File: src/rtl/alu_class_wf_arbiter_if.sv
// Issue-stage bundle between the ALU issue logic and one per-class
// wavefront arbiter.
//   req_valid      : per-wavefront ready-for-this-class request
//   class_selected : issue logic selected this class this cycle
//   c_issued_valid : issue logic issued an instruction this cycle
//   c_issued_wfid  : wavefront id issued this cycle
//   wf_valid       : registered, wf_chosen is a valid candidate
//   wf_chosen      : registered candidate wavefront id
//   issue_ack      : combinational, the held candidate was issued this cycle
// master = issue logic side, slave = arbiter side.
interface alu_class_wf_arbiter_if #(
  parameter int NUM_WF       = 40,
  parameter int WF_ID_LENGTH = 6
);
  logic [NUM_WF-1:0]       req_valid;
  logic                    class_selected;
  logic                    c_issued_valid;
  logic [WF_ID_LENGTH-1:0] c_issued_wfid;
  logic                    wf_valid;
  logic [WF_ID_LENGTH-1:0] wf_chosen;
  logic                    issue_ack;

  modport master (
    output req_valid, class_selected, c_issued_valid, c_issued_wfid,
    input  wf_valid, wf_chosen, issue_ack
  );

  modport slave (
    input  req_valid, class_selected, c_issued_valid, c_issued_wfid,
    output wf_valid, wf_chosen, issue_ack
  );
endinterface

File: src/rtl/alu_class_wf_arbiter.sv
// Per-FU-class wavefront arbiter. Picks one ready wavefront per cycle
// round-robin, holds the pick until it is issued or its request drops,
// and locks an issued wavefront out for LOCKOUT extra cycles so it is not
// re-picked before its scoreboard/busy state catches up.
// Ports:
//   clk : clock
//   rst : synchronous reset, active low
//   arb : alu_class_wf_arbiter_if.slave (request vector, issue feedback,
//         wf_valid / wf_chosen / issue_ack)
module alu_class_wf_arbiter #(
  parameter int NUM_WF       = 40,
  parameter int WF_ID_LENGTH = 6,
  parameter int LOCKOUT      = 2
) (
  input  logic                  clk,
  input  logic                  rst,
  alu_class_wf_arbiter_if.slave arb
);

  localparam int LW = (LOCKOUT > 0) ? $clog2(LOCKOUT + 1) : 1;

  typedef logic [WF_ID_LENGTH-1:0] wfid_t;

  logic          r_valid;
  wfid_t         r_chosen;
  wfid_t         r_ptr;
  logic [LW-1:0] r_lock [NUM_WF];

  logic              w_issue_hit;
  wfid_t             w_ptr_next;
  logic [NUM_WF-1:0] w_elig;
  logic              w_hold;
  logic              w_found_hi;
  logic              w_found_lo;
  wfid_t             w_pick_hi;
  wfid_t             w_pick_lo;
  logic              w_found;
  wfid_t             w_pick;

  assign w_issue_hit = r_valid & arb.c_issued_valid & arb.class_selected &
                       (arb.c_issued_wfid == r_chosen);

  // The pointer only advances on an accepted issue, never on a plain pick.
  assign w_ptr_next = w_issue_hit ? r_chosen : r_ptr;

  always_comb begin
    w_elig = '0;
    w_hold = 1'b0;
    for (int unsigned i = 0; i < NUM_WF; i++) begin
      w_elig[i] = arb.req_valid[i] & (r_lock[i] == '0) &
                  ~(w_issue_hit & (wfid_t'(i) == r_chosen));
      if (wfid_t'(i) == r_chosen) begin
        w_hold = r_valid & ~w_issue_hit & w_elig[i];
      end
    end
  end

  // Cyclic search starting at ptr_next+1, split into two ascending scans:
  // the lowest eligible slot above the pointer wins; otherwise the lowest
  // eligible slot at or below it (the wrapped part of the search).
  always_comb begin
    w_found_hi = 1'b0;
    w_found_lo = 1'b0;
    w_pick_hi  = '0;
    w_pick_lo  = '0;
    for (int unsigned i = 0; i < NUM_WF; i++) begin
      if (w_elig[i]) begin
        if (wfid_t'(i) > w_ptr_next) begin
          if (!w_found_hi) begin
            w_found_hi = 1'b1;
            w_pick_hi  = wfid_t'(i);
          end
        end else if (!w_found_lo) begin
          w_found_lo = 1'b1;
          w_pick_lo  = wfid_t'(i);
        end
      end
    end
    w_found = w_found_hi | w_found_lo;
    w_pick  = w_found_hi ? w_pick_hi : w_pick_lo;
  end

  always_ff @(posedge clk) begin
    if (!rst) begin
      r_valid  <= 1'b0;
      r_chosen <= '0;
      r_ptr    <= wfid_t'(NUM_WF - 1);
      for (int unsigned i = 0; i < NUM_WF; i++) begin
        r_lock[i] <= '0;
      end
    end else begin
      r_ptr <= w_ptr_next;
      if (w_hold) begin
        r_valid <= 1'b1;
      end else if (w_found) begin
        r_valid  <= 1'b1;
        r_chosen <= w_pick;
      end else begin
        r_valid <= 1'b0;
      end
      for (int unsigned i = 0; i < NUM_WF; i++) begin
        if (w_issue_hit && (wfid_t'(i) == r_chosen)) begin
          r_lock[i] <= LW'(LOCKOUT);
        end else if (r_lock[i] != '0) begin
          r_lock[i] <= r_lock[i] - LW'(1);
        end
      end
    end
  end

  assign arb.wf_valid  = r_valid;
  assign arb.wf_chosen = r_chosen;
  assign arb.issue_ack = w_issue_hit;

endmodule

File: src/flat_wrapper.sv
// flat-port wrapper written by rule: the top's interface ports become plain ports
module alu_class_wf_arbiter_flat 
#(
  parameter int NUM_WF       = 40,
  parameter int WF_ID_LENGTH = 6,
  parameter int LOCKOUT      = 2
)
  (clk, rst, arb_req_valid, arb_class_selected, arb_c_issued_valid, arb_c_issued_wfid, arb_wf_valid, arb_wf_chosen, arb_issue_ack);
  alu_class_wf_arbiter_if #(.NUM_WF(NUM_WF), .WF_ID_LENGTH(WF_ID_LENGTH)) arb_i ();
  input  logic clk;
  input  logic rst;
  input wire logic [$bits(arb_i.req_valid)-1:0] arb_req_valid;
  input wire logic [$bits(arb_i.class_selected)-1:0] arb_class_selected;
  input wire logic [$bits(arb_i.c_issued_valid)-1:0] arb_c_issued_valid;
  input wire logic [$bits(arb_i.c_issued_wfid)-1:0] arb_c_issued_wfid;
  output wire logic [$bits(arb_i.wf_valid)-1:0] arb_wf_valid;
  output wire logic [$bits(arb_i.wf_chosen)-1:0] arb_wf_chosen;
  output wire logic [$bits(arb_i.issue_ack)-1:0] arb_issue_ack;
  assign arb_i.req_valid = arb_req_valid;
  assign arb_i.class_selected = arb_class_selected;
  assign arb_i.c_issued_valid = arb_c_issued_valid;
  assign arb_i.c_issued_wfid = arb_c_issued_wfid;
  assign arb_wf_valid = arb_i.wf_valid;
  assign arb_wf_chosen = arb_i.wf_chosen;
  assign arb_issue_ack = arb_i.issue_ack;
  alu_class_wf_arbiter #(.NUM_WF(NUM_WF), .WF_ID_LENGTH(WF_ID_LENGTH), .LOCKOUT(LOCKOUT)) u_core (.clk(clk), .rst(rst), .arb(arb_i));
endmodule
File: config.mk
export PLATFORM = sky130hd
export DESIGN_NAME = alu_class_wf_arbiter_flat
export DESIGN_NICKNAME = d
export VERILOG_FILES = /design/src/rtl/alu_class_wf_arbiter_if.sv /design/src/rtl/alu_class_wf_arbiter.sv /design/src/flat_wrapper.sv
export SDC_FILE = /design/constraint.sdc
export NUM_CORES = 1
export LEC_CHECK = 0
export BUFFER_PORTS_ARGS = -buffer_cell sky130_fd_sc_hd__buf_2
export CAP_MARGIN = 25
export CORE_ASPECT_RATIO = 1.25
export CORE_MARGIN = 5
export CORE_UTILIZATION = 27
export CTS_CLUSTER_DIAMETER = 30
export DETAILED_ROUTE_END_ITERATION = 7
export GPL_TIMING_DRIVEN = 0
export PLACE_DENSITY = 0.4
export SYNTH_ARGS = -nofsm -noshare
export SYNTH_HDL_FRONTEND = slang
export SYNTH_SLANG_ARGS = --single-unit
File: constraint.sdc
create_clock -name clk -period 6.6 [get_ports clk]
set_clock_uncertainty 0.2 [all_clocks]
set_input_delay 0.99 -clock clk [delete_from_list [all_inputs] [get_ports clk]]
set_output_delay 0.99 -clock clk [all_outputs]
set_load 0.05 [all_outputs]
---- Word level (Yosys, flattened, before mapping) ----
Memory sizes are Yosys's and may differ from the RTL's.
Index checks and enable logic that the tools add are counted.
word-level totals
  memory bits (writable) .................. 80
  output and inout bits ................... 8
  memories ................................ 1
  register bits ........................... 13
memory list
  memory         words  width  read ports  clocked after Yosys merged registers in  wr ports  RTL line                    text
  u_core.r_lock  40     2      40          0                                        40        alu_class_wf_arbiter.sv:27  logic [LW-1:0] r_lock [NUM_WF];
cells by class
  add/subtract/negate cells ............... 40
  mux-type cells .......................... 799
  reduce and logical (&&, ||, !) cells .... 122
  equal/unequal tests ..................... 40
  bitwise gates (word level) .............. 287
  order comparisons ....................... 40
operators by type and width
  operator                                                       number
  two-way mux 6 bit                                              234
  two-way mux 1 bit                                              485
  AND 1 bit                                                      164
  two-way mux 2 bit                                              80
  equality test 5 x 6 -> 1 bit (first input constant)            16
  greater-than comparator 5 x 6 -> 1 bit (first input constant)  16
  OR 1 bit                                                       81
  zero test 2 bit                                                40
  nonzero test 2 bit                                             40
  subtractor 2 x 1 -> 2 bit (second input constant)              40
  equality test 4 x 6 -> 1 bit (first input constant)            8
  equality test 6 bit (first input constant)                     8
  greater-than comparator 4 x 6 -> 1 bit (first input constant)  8
  greater-than comparator 6 bit (first input constant)           8
  NOT 1 bit                                                      42
  logical AND 1 bit                                              40
  equality test 3 x 6 -> 1 bit (first input constant)            4
  greater-than comparator 3 x 6 -> 1 bit (first input constant)  4
  equality test 2 x 6 -> 1 bit (first input constant)            2
  greater-than comparator 1 x 6 -> 1 bit (first input constant)  2
  greater-than comparator 2 x 6 -> 1 bit (first input constant)  2
  equality test 1 x 6 -> 1 bit (first input constant)            1
  equality test 6 bit                                            1
  zero test 6 bit                                                1
  AND reduction 2 bit                                            1

---- Depth between registers and ports, before layout ----
  depth in word-level cells ............... 125
  mapped depth ............................ 18

---- Worst setup path before layout ----
Ideal clock, no wire load.
  kind .................................... input-to-reg
  from .................................... in arb_class_selected
  to ...................................... reg u_core.r_chosen[2], in the netlist u_core.arb.wf_chosen[2]
  data arrival time ....................... 4.206 ns
  stages on the path ...................... 16
  required time ........................... 6.268 ns
  setup slack ............................. 2.062 ns
  cells stage by stage .................... nand3_1 -> or4_4 -> buf_6 -> nor2_8 -> buf_6 -> buf_4 -> buf_6 -> o311ai_1 -> a221oi_2 -> nand4_1 -> or4b_1 -> or3_1 -> a211oi_1 -> nand4_1 -> nand4b_1 -> a21oi_1
on the way
  word-level cells in the longest chain between the ends .. 123
  elaborated cells between the ends (all ways) .. 639
RTL lines
  item                                                                 RTL line                                                text
  start, declared                                                      flat_wrapper.sv:13                                      input wire logic [$bits(arb_i.class_selected)-1:0] arb_class_selected;
  AND 1 bit * (2 in series)                                            alu_class_wf_arbiter.sv:40                              assign w_issue_hit = r_valid & arb.c_issued_valid & arb.class_selected &
  two-way mux 6 bit or AND 1 bit (tied branches)                       alu_class_wf_arbiter.sv:44, alu_class_wf_arbiter.sv:51
  greater-than comparator 1 x 6 -> 1 bit or NOT 1 bit (tied branches)  alu_class_wf_arbiter.sv:68, alu_class_wf_arbiter.sv:51
  two-way mux 1 bit or AND 1 bit (tied branches)                       alu_class_wf_arbiter.sv:68, alu_class_wf_arbiter.sv:50
  two-way mux 1 bit                                                    alu_class_wf_arbiter.sv:67                              if (w_elig[i]) begin
  two-way mux 1 bit                                                    alu_class_wf_arbiter.sv:68                              if (wfid_t'(i) > w_ptr_next) begin
  two-way mux 1 bit                                                    alu_class_wf_arbiter.sv:67
  two-way mux 6 bit, on equally long branches                          alu_class_wf_arbiter.sv:73, alu_class_wf_arbiter.sv:69
  [106 not listed]                                                     n/a
  two-way mux 6 bit                                                    alu_class_wf_arbiter.sv:67
  two-way mux 6 bit, on equally long branches                          alu_class_wf_arbiter.sv:73, alu_class_wf_arbiter.sv:69
  two-way mux 6 bit                                                    alu_class_wf_arbiter.sv:68
  two-way mux 6 bit                                                    alu_class_wf_arbiter.sv:67
  two-way mux 6 bit, on equally long branches                          alu_class_wf_arbiter.sv:73, alu_class_wf_arbiter.sv:69
  two-way mux 6 bit                                                    alu_class_wf_arbiter.sv:68
  two-way mux 6 bit                                                    alu_class_wf_arbiter.sv:67
  two-way mux 6 bit                                                    alu_class_wf_arbiter.sv:80                              w_pick = w_found_hi ? w_pick_hi : w_pick_lo;
  end signal, assigned                                                 alu_class_wf_arbiter.sv:97                              r_chosen <= w_pick;
  end, declared                                                        alu_class_wf_arbiter.sv:25                              wfid_t r_chosen;
Every way passes the cells marked *; elsewhere a longest branch is shown, timed or not.
A chain may end at the register's enable or synchronous reset.

---- Worst setup path in the final report ----
  from .................................... in arb_c_issued_wfid[3]
  to ...................................... reg u_core.r_chosen[4], in the netlist u_core.arb.wf_chosen[4]
on the way
  word-level cells in the longest chain between the ends .. 123
  elaborated cells between the ends (all ways) .. 639
RTL lines
  item                                                                 RTL line                                                text
  start, declared                                                      flat_wrapper.sv:15                                      input wire logic [$bits(arb_i.c_issued_wfid)-1:0] arb_c_issued_wfid;
  equality test 6 bit *                                                alu_class_wf_arbiter.sv:41                              (arb.c_issued_wfid == r_chosen);
  AND 1 bit *                                                          alu_class_wf_arbiter.sv:40
  two-way mux 6 bit or AND 1 bit (tied branches)                       alu_class_wf_arbiter.sv:44, alu_class_wf_arbiter.sv:51
  greater-than comparator 1 x 6 -> 1 bit or NOT 1 bit (tied branches)  alu_class_wf_arbiter.sv:68, alu_class_wf_arbiter.sv:51
  two-way mux 1 bit or AND 1 bit (tied branches)                       alu_class_wf_arbiter.sv:68, alu_class_wf_arbiter.sv:50
  two-way mux 1 bit                                                    alu_class_wf_arbiter.sv:67
  two-way mux 1 bit                                                    alu_class_wf_arbiter.sv:68
  two-way mux 1 bit                                                    alu_class_wf_arbiter.sv:67
  [107 not listed]                                                     n/a
  two-way mux 6 bit                                                    alu_class_wf_arbiter.sv:67
  two-way mux 6 bit, on equally long branches                          alu_class_wf_arbiter.sv:73, alu_class_wf_arbiter.sv:69
  two-way mux 6 bit                                                    alu_class_wf_arbiter.sv:68
  two-way mux 6 bit                                                    alu_class_wf_arbiter.sv:67
  two-way mux 6 bit, on equally long branches                          alu_class_wf_arbiter.sv:73, alu_class_wf_arbiter.sv:69
  two-way mux 6 bit                                                    alu_class_wf_arbiter.sv:68
  two-way mux 6 bit                                                    alu_class_wf_arbiter.sv:67
  two-way mux 6 bit                                                    alu_class_wf_arbiter.sv:80
Marks and branches as above.

==> flow_summary.yaml <==
status:
  status: "complete, no violations"
flow_run:
  maxCapViolCount: 0
global_routing:
  grt_pass1_vias: 10418
  grt_start_max_net_pins: 15
  grt.busiest_layer: "met2"
  globalRouteMet2Util_pct: 41.5
  global_route_overflow: 0
  overall_routing_resource_usage_pct: 24.7
  globalRouteMet1Util_pct: 30.6
  grt_first_pass_wirelength_um: 70400
  use_met3_pct: 2.85
  antenna_violations_before_repair: 0
cells_and_area:
  nets: 1426
  antennaDiodeCount: 0
  final_area_um2: 10800
  filler_cell_count: 3950
  final_util_pct: 30.6
  drive_above_1_share_pct: 11.6
  syn_to_final_growth_pct: 12.7
synthesis:
  synth_cell_types: 100
  postSynth.asyncResetShare_pct: 0
  dominant_cell_by_count_in_the_synthesized_netlist: "sky130_fd_sc_hd__nand2_1"
  yosys_most_used_dff: "sky130_fd_sc_hd__edfxtp_1"
  post_synth_instance_area_um2: 9550
  yosys.area.top_type_share_pct: 25.2
  yosys-top-cells-area: "sky130_fd_sc_hd__edfxtp_1 (25%), sky130_fd_sc_hd__ha_1 (5.2%), sky130_fd_sc_hd__nand2_1 (5.2%)"
  synth-edff-count: 80
  synthesis.nets: 1355
  synth_seq_cells: 93
  yosys.area.top_type: "sky130_fd_sc_hd__edfxtp_1"
  synth_seq_area_share_pct: 27.9
  yosys-top-cells-count: "sky130_fd_sc_hd__nand2_1 (133), sky130_fd_sc_hd__nor2_1 (117), sky130_fd_sc_hd__inv_1 (95)"
  yosys_warning_count: 0
  synthesis.instances: 1265
  synthesis.area_per_instance_um2: 7.55
timing:
  unrepaired_setup_endpoints_after_global_routing: "no"
  upper_clock_frequency_limit_mhz: 164
  finalHoldViolations: 0
  layout_worst_path_cycle_share_pct: 92.4
  finalSetupViolations: 0
  drv_slew: 0
  timing.slew.headroom_pct: 32.1
  post-route-min-period_ns: 6.10
  worst-slew-pin-transition_ns: 1.02
critical_path:
  worstReg2RegStart: "u_core.arb.wf_valid$_SDFF_PN0_"
  critical_path.slowest_cell: "sky130_fd_sc_hd__o21ai_0"
  cp_cell_sequence: "buf_2, xor2_1, nor4_4, nand2_1, buf_2, clkbuf_1, o21ai_0, o21ai_0, nor3b_2, nand2_1, nor4b_4, and4b_1, or3_2, buf_6, a211oi_1, nor3_2"
  cp.required_ns: 6.62
  critical_path_arrival_ns: 6.12
  register_to_register_setup_slack_ns: 0.51
  reg2reg_depth: 14
  critical_path_buf_inv_count: 4
  worst_setup_path_end_kind: "register"
  timing.rr.end: "u_core.arb.wf_chosen[4]$_SDFFE_PN0P_"
  critPathMaxStageDelay_ns: 0.67
  path_class: "input port to register"
  crit_family: "simple AND/OR/NAND/NOR gates"
  setup.worst_path.start_class: "input port"
  worstPathMaxFanout: 10
clock_tree:
  post_cts_resize_count: 0
  cts.sinks: 93
  worstSkewPairLatency_ns: 0.39
  cts-hold-fix-buffers: 0
  ctsRootBufferMaster: "sky130_fd_sc_hd__clkbuf_16"
  postCtsSetupBuffers: 0
  cts_buffers: 9
  htree_levels: 3
  worst_setup_hold_path_clk_slew_ns: 0.07
  clock_path_buffers: 2
  tritoncts: "yes"
pwr:
  power.sequential.fraction_pct: 26.1
  power_density_nw_per_um2: 379
  share_clk_of_total_power_pct: 13.7
  cellInternalPower_uw: 2050
  power.share.combinational_pct: 60.2
  power_switching_share_pct: 49.6
  power.ir.vdd_worst_uv: 141
  leakage_uw: 0.00414
  finalPower_uw: 4070
  p_sw_uw: 2020
floorplanning:
  x_dimension_of_the_die_um: 178
  design.die.area_um2: 39300
  start_util_pct: 27.2
  floorplan.rows: 77
  floorplan.io_pins: 58
  std_cell_core_area_um2: 35200
  die_h_um: 220
detailed_routing:
  via_per_inst: 5.93
  first_iter_violations: 1025
  drcViolationCount: 0
  postRouteWirelength_um: 49200
  drt_pass1_iterations: 6
  dr_total_vias: 10748
  route.antenna.remaining_nets: 0
  detail_route.wl_per_cell_um: 27.2
place:
  detailed_place_hpwl_um: 39300
  place_congestion: 1.01
  io_buffers: 56
  place_area_um2: 10500
min_path:
  hold_path_class: "register to register"
  min_delay_path_depth: 1
  timing.hold.worst_endpoint: "u_core.r_lock[4][0]$_SDFFCE_PN0P_"
  holdCritStartpoint: "u_core.r_lock[4][0]$_SDFFCE_PN0P_"
-- power groups by stage --
stage	combinational, uW	clock [uW]	sequential (uW)
6_report	2450	557	1070
3_5_place_dp	2390	0	1080
2_1_floorplan	1590	0	1090
5_1_grt	2650	592	1090
3_3_place_gp	2400	0	1080
4_1_cts	2400	572	1070
-- cells in the final DEF (no fill, tap or decap), drive strengths merged, types with 23 or more instances in the layout --
master | Yosys | layout
a21oi | 93 | 93
a31oi | 34 | 34
buf | 32 | 91
clkbuf | 58 | 68
edfxtp | 80 | 80
ha | 40 | 40
inv | 96 | 96
nand2 | 133 | 133
nand2b | 23 | 23
nand3 | 77 | 77
nor2 | 118 | 118
nor3 | 58 | 58
o211ai | 35 | 35
o21ai | 64 | 64
-- per-layer routing --
layer | part of all wire (%) | up-vias
met3 | 5.9 | 111
met5 | 0 | -
li1 | - | 4858
met1 | 41 | 5278
met4 | 6.2 | 0
met2 | 47 | 501
-- final cells by class --
cell class / instances / area (um^2) / share of cell area (%)
Sequential cell: 93 / 2660 / 24.7
Timing Repair Buffer: 60 / 335 / 3.12
Inverter: 96 / 360 / 3.35
Multi-Input combinational cell: 986 / 6120 / 56.9
Clock buffer: 10 / 229 / 2.13
Tap cell: 474 / 593 / 5.51
Buffer: 90 / 412 / 3.82
Clock inverter: 4 / 51.3 / 0.477
-- state kept, by name (all words and copies together) (netlist names) --
| register | count |
|---|---|
| u_core.r_lock | 80 |
| u_core.r_ptr | 6 |
| u_core.arb.wf_chosen | 6 |
| u_core.arb.wf_valid | 1 |
-- metrics by stage --
step,TNS (ns),instances,hold slack [ns],worst slack [ns]
after floorplan,0,1265,0.334,2.06
after global placement,-0.0417,1795,0.352,-0.0417
after detailed placement,0,1798,0.355,0.283
after CTS,0,1812,0.364,0.625
after global routing,0,1813,0.378,0.504
final,0,1813,0.361,0.503
-- cells by family after synthesis --
kind of cell             Yosys count  synth area share (%)
multiplexers                      11                  1.21
adder cells (fa/ha/maj)           40                  5.24
flip-flops                        93                  27.9
AO/OA/AOI/OAI                    381                  27.1
AND/OR/NAND/NOR                  548                  29.8
buffers and inverters            186                  8.08
XOR/XNOR                           6                 0.707
-- worst register-to-register path, stage by stage (launching register included) --
cell,delay [ns]
sky130_fd_sc_hd__dfxtp_1,0.65
sky130_fd_sc_hd__nand3_1,0.38
sky130_fd_sc_hd__nor4_4,0.64
sky130_fd_sc_hd__clkbuf_1,0.64
sky130_fd_sc_hd__nand3_1,0.65
sky130_fd_sc_hd__a211oi_1,0.60
sky130_fd_sc_hd__o21ba_2,0.22
sky130_fd_sc_hd__o41ai_2,0.13
sky130_fd_sc_hd__nand3_2,0.18
sky130_fd_sc_hd__nor4_1,0.07
sky130_fd_sc_hd__and4b_1,0.28
sky130_fd_sc_hd__or3_2,0.57
sky130_fd_sc_hd__buf_6,0.20
sky130_fd_sc_hd__a211oi_1,0.44
sky130_fd_sc_hd__nor3_2,0.10
-- how the worst max path moves through the flow --
stage,start,endpoint,slack [ns],cells after the start
floorplan,arb_class_selected,u_core.arb.wf_chosen[2]$_SDFFE_PN0P_,2.06,16
global placement,arb_class_selected,u_core.arb.wf_chosen[2]$_SDFFE_PN0P_,-0.04,13
detailed placement,arb_c_issued_wfid[3],u_core.arb.wf_chosen[4]$_SDFFE_PN0P_,0.28,16
CTS,u_core.arb.wf_valid$_SDFF_PN0_,u_core.arb.wf_chosen[4]$_SDFFE_PN0P_,0.62,14
global route,u_core.arb.wf_valid$_SDFF_PN0_,u_core.arb.wf_chosen[4]$_SDFFE_PN0P_,0.50,14
finish,arb_c_issued_wfid[3],u_core.arb.wf_chosen[4]$_SDFFE_PN0P_,0.50,16
Note: power is estimated with default switching activity, not from simulation.
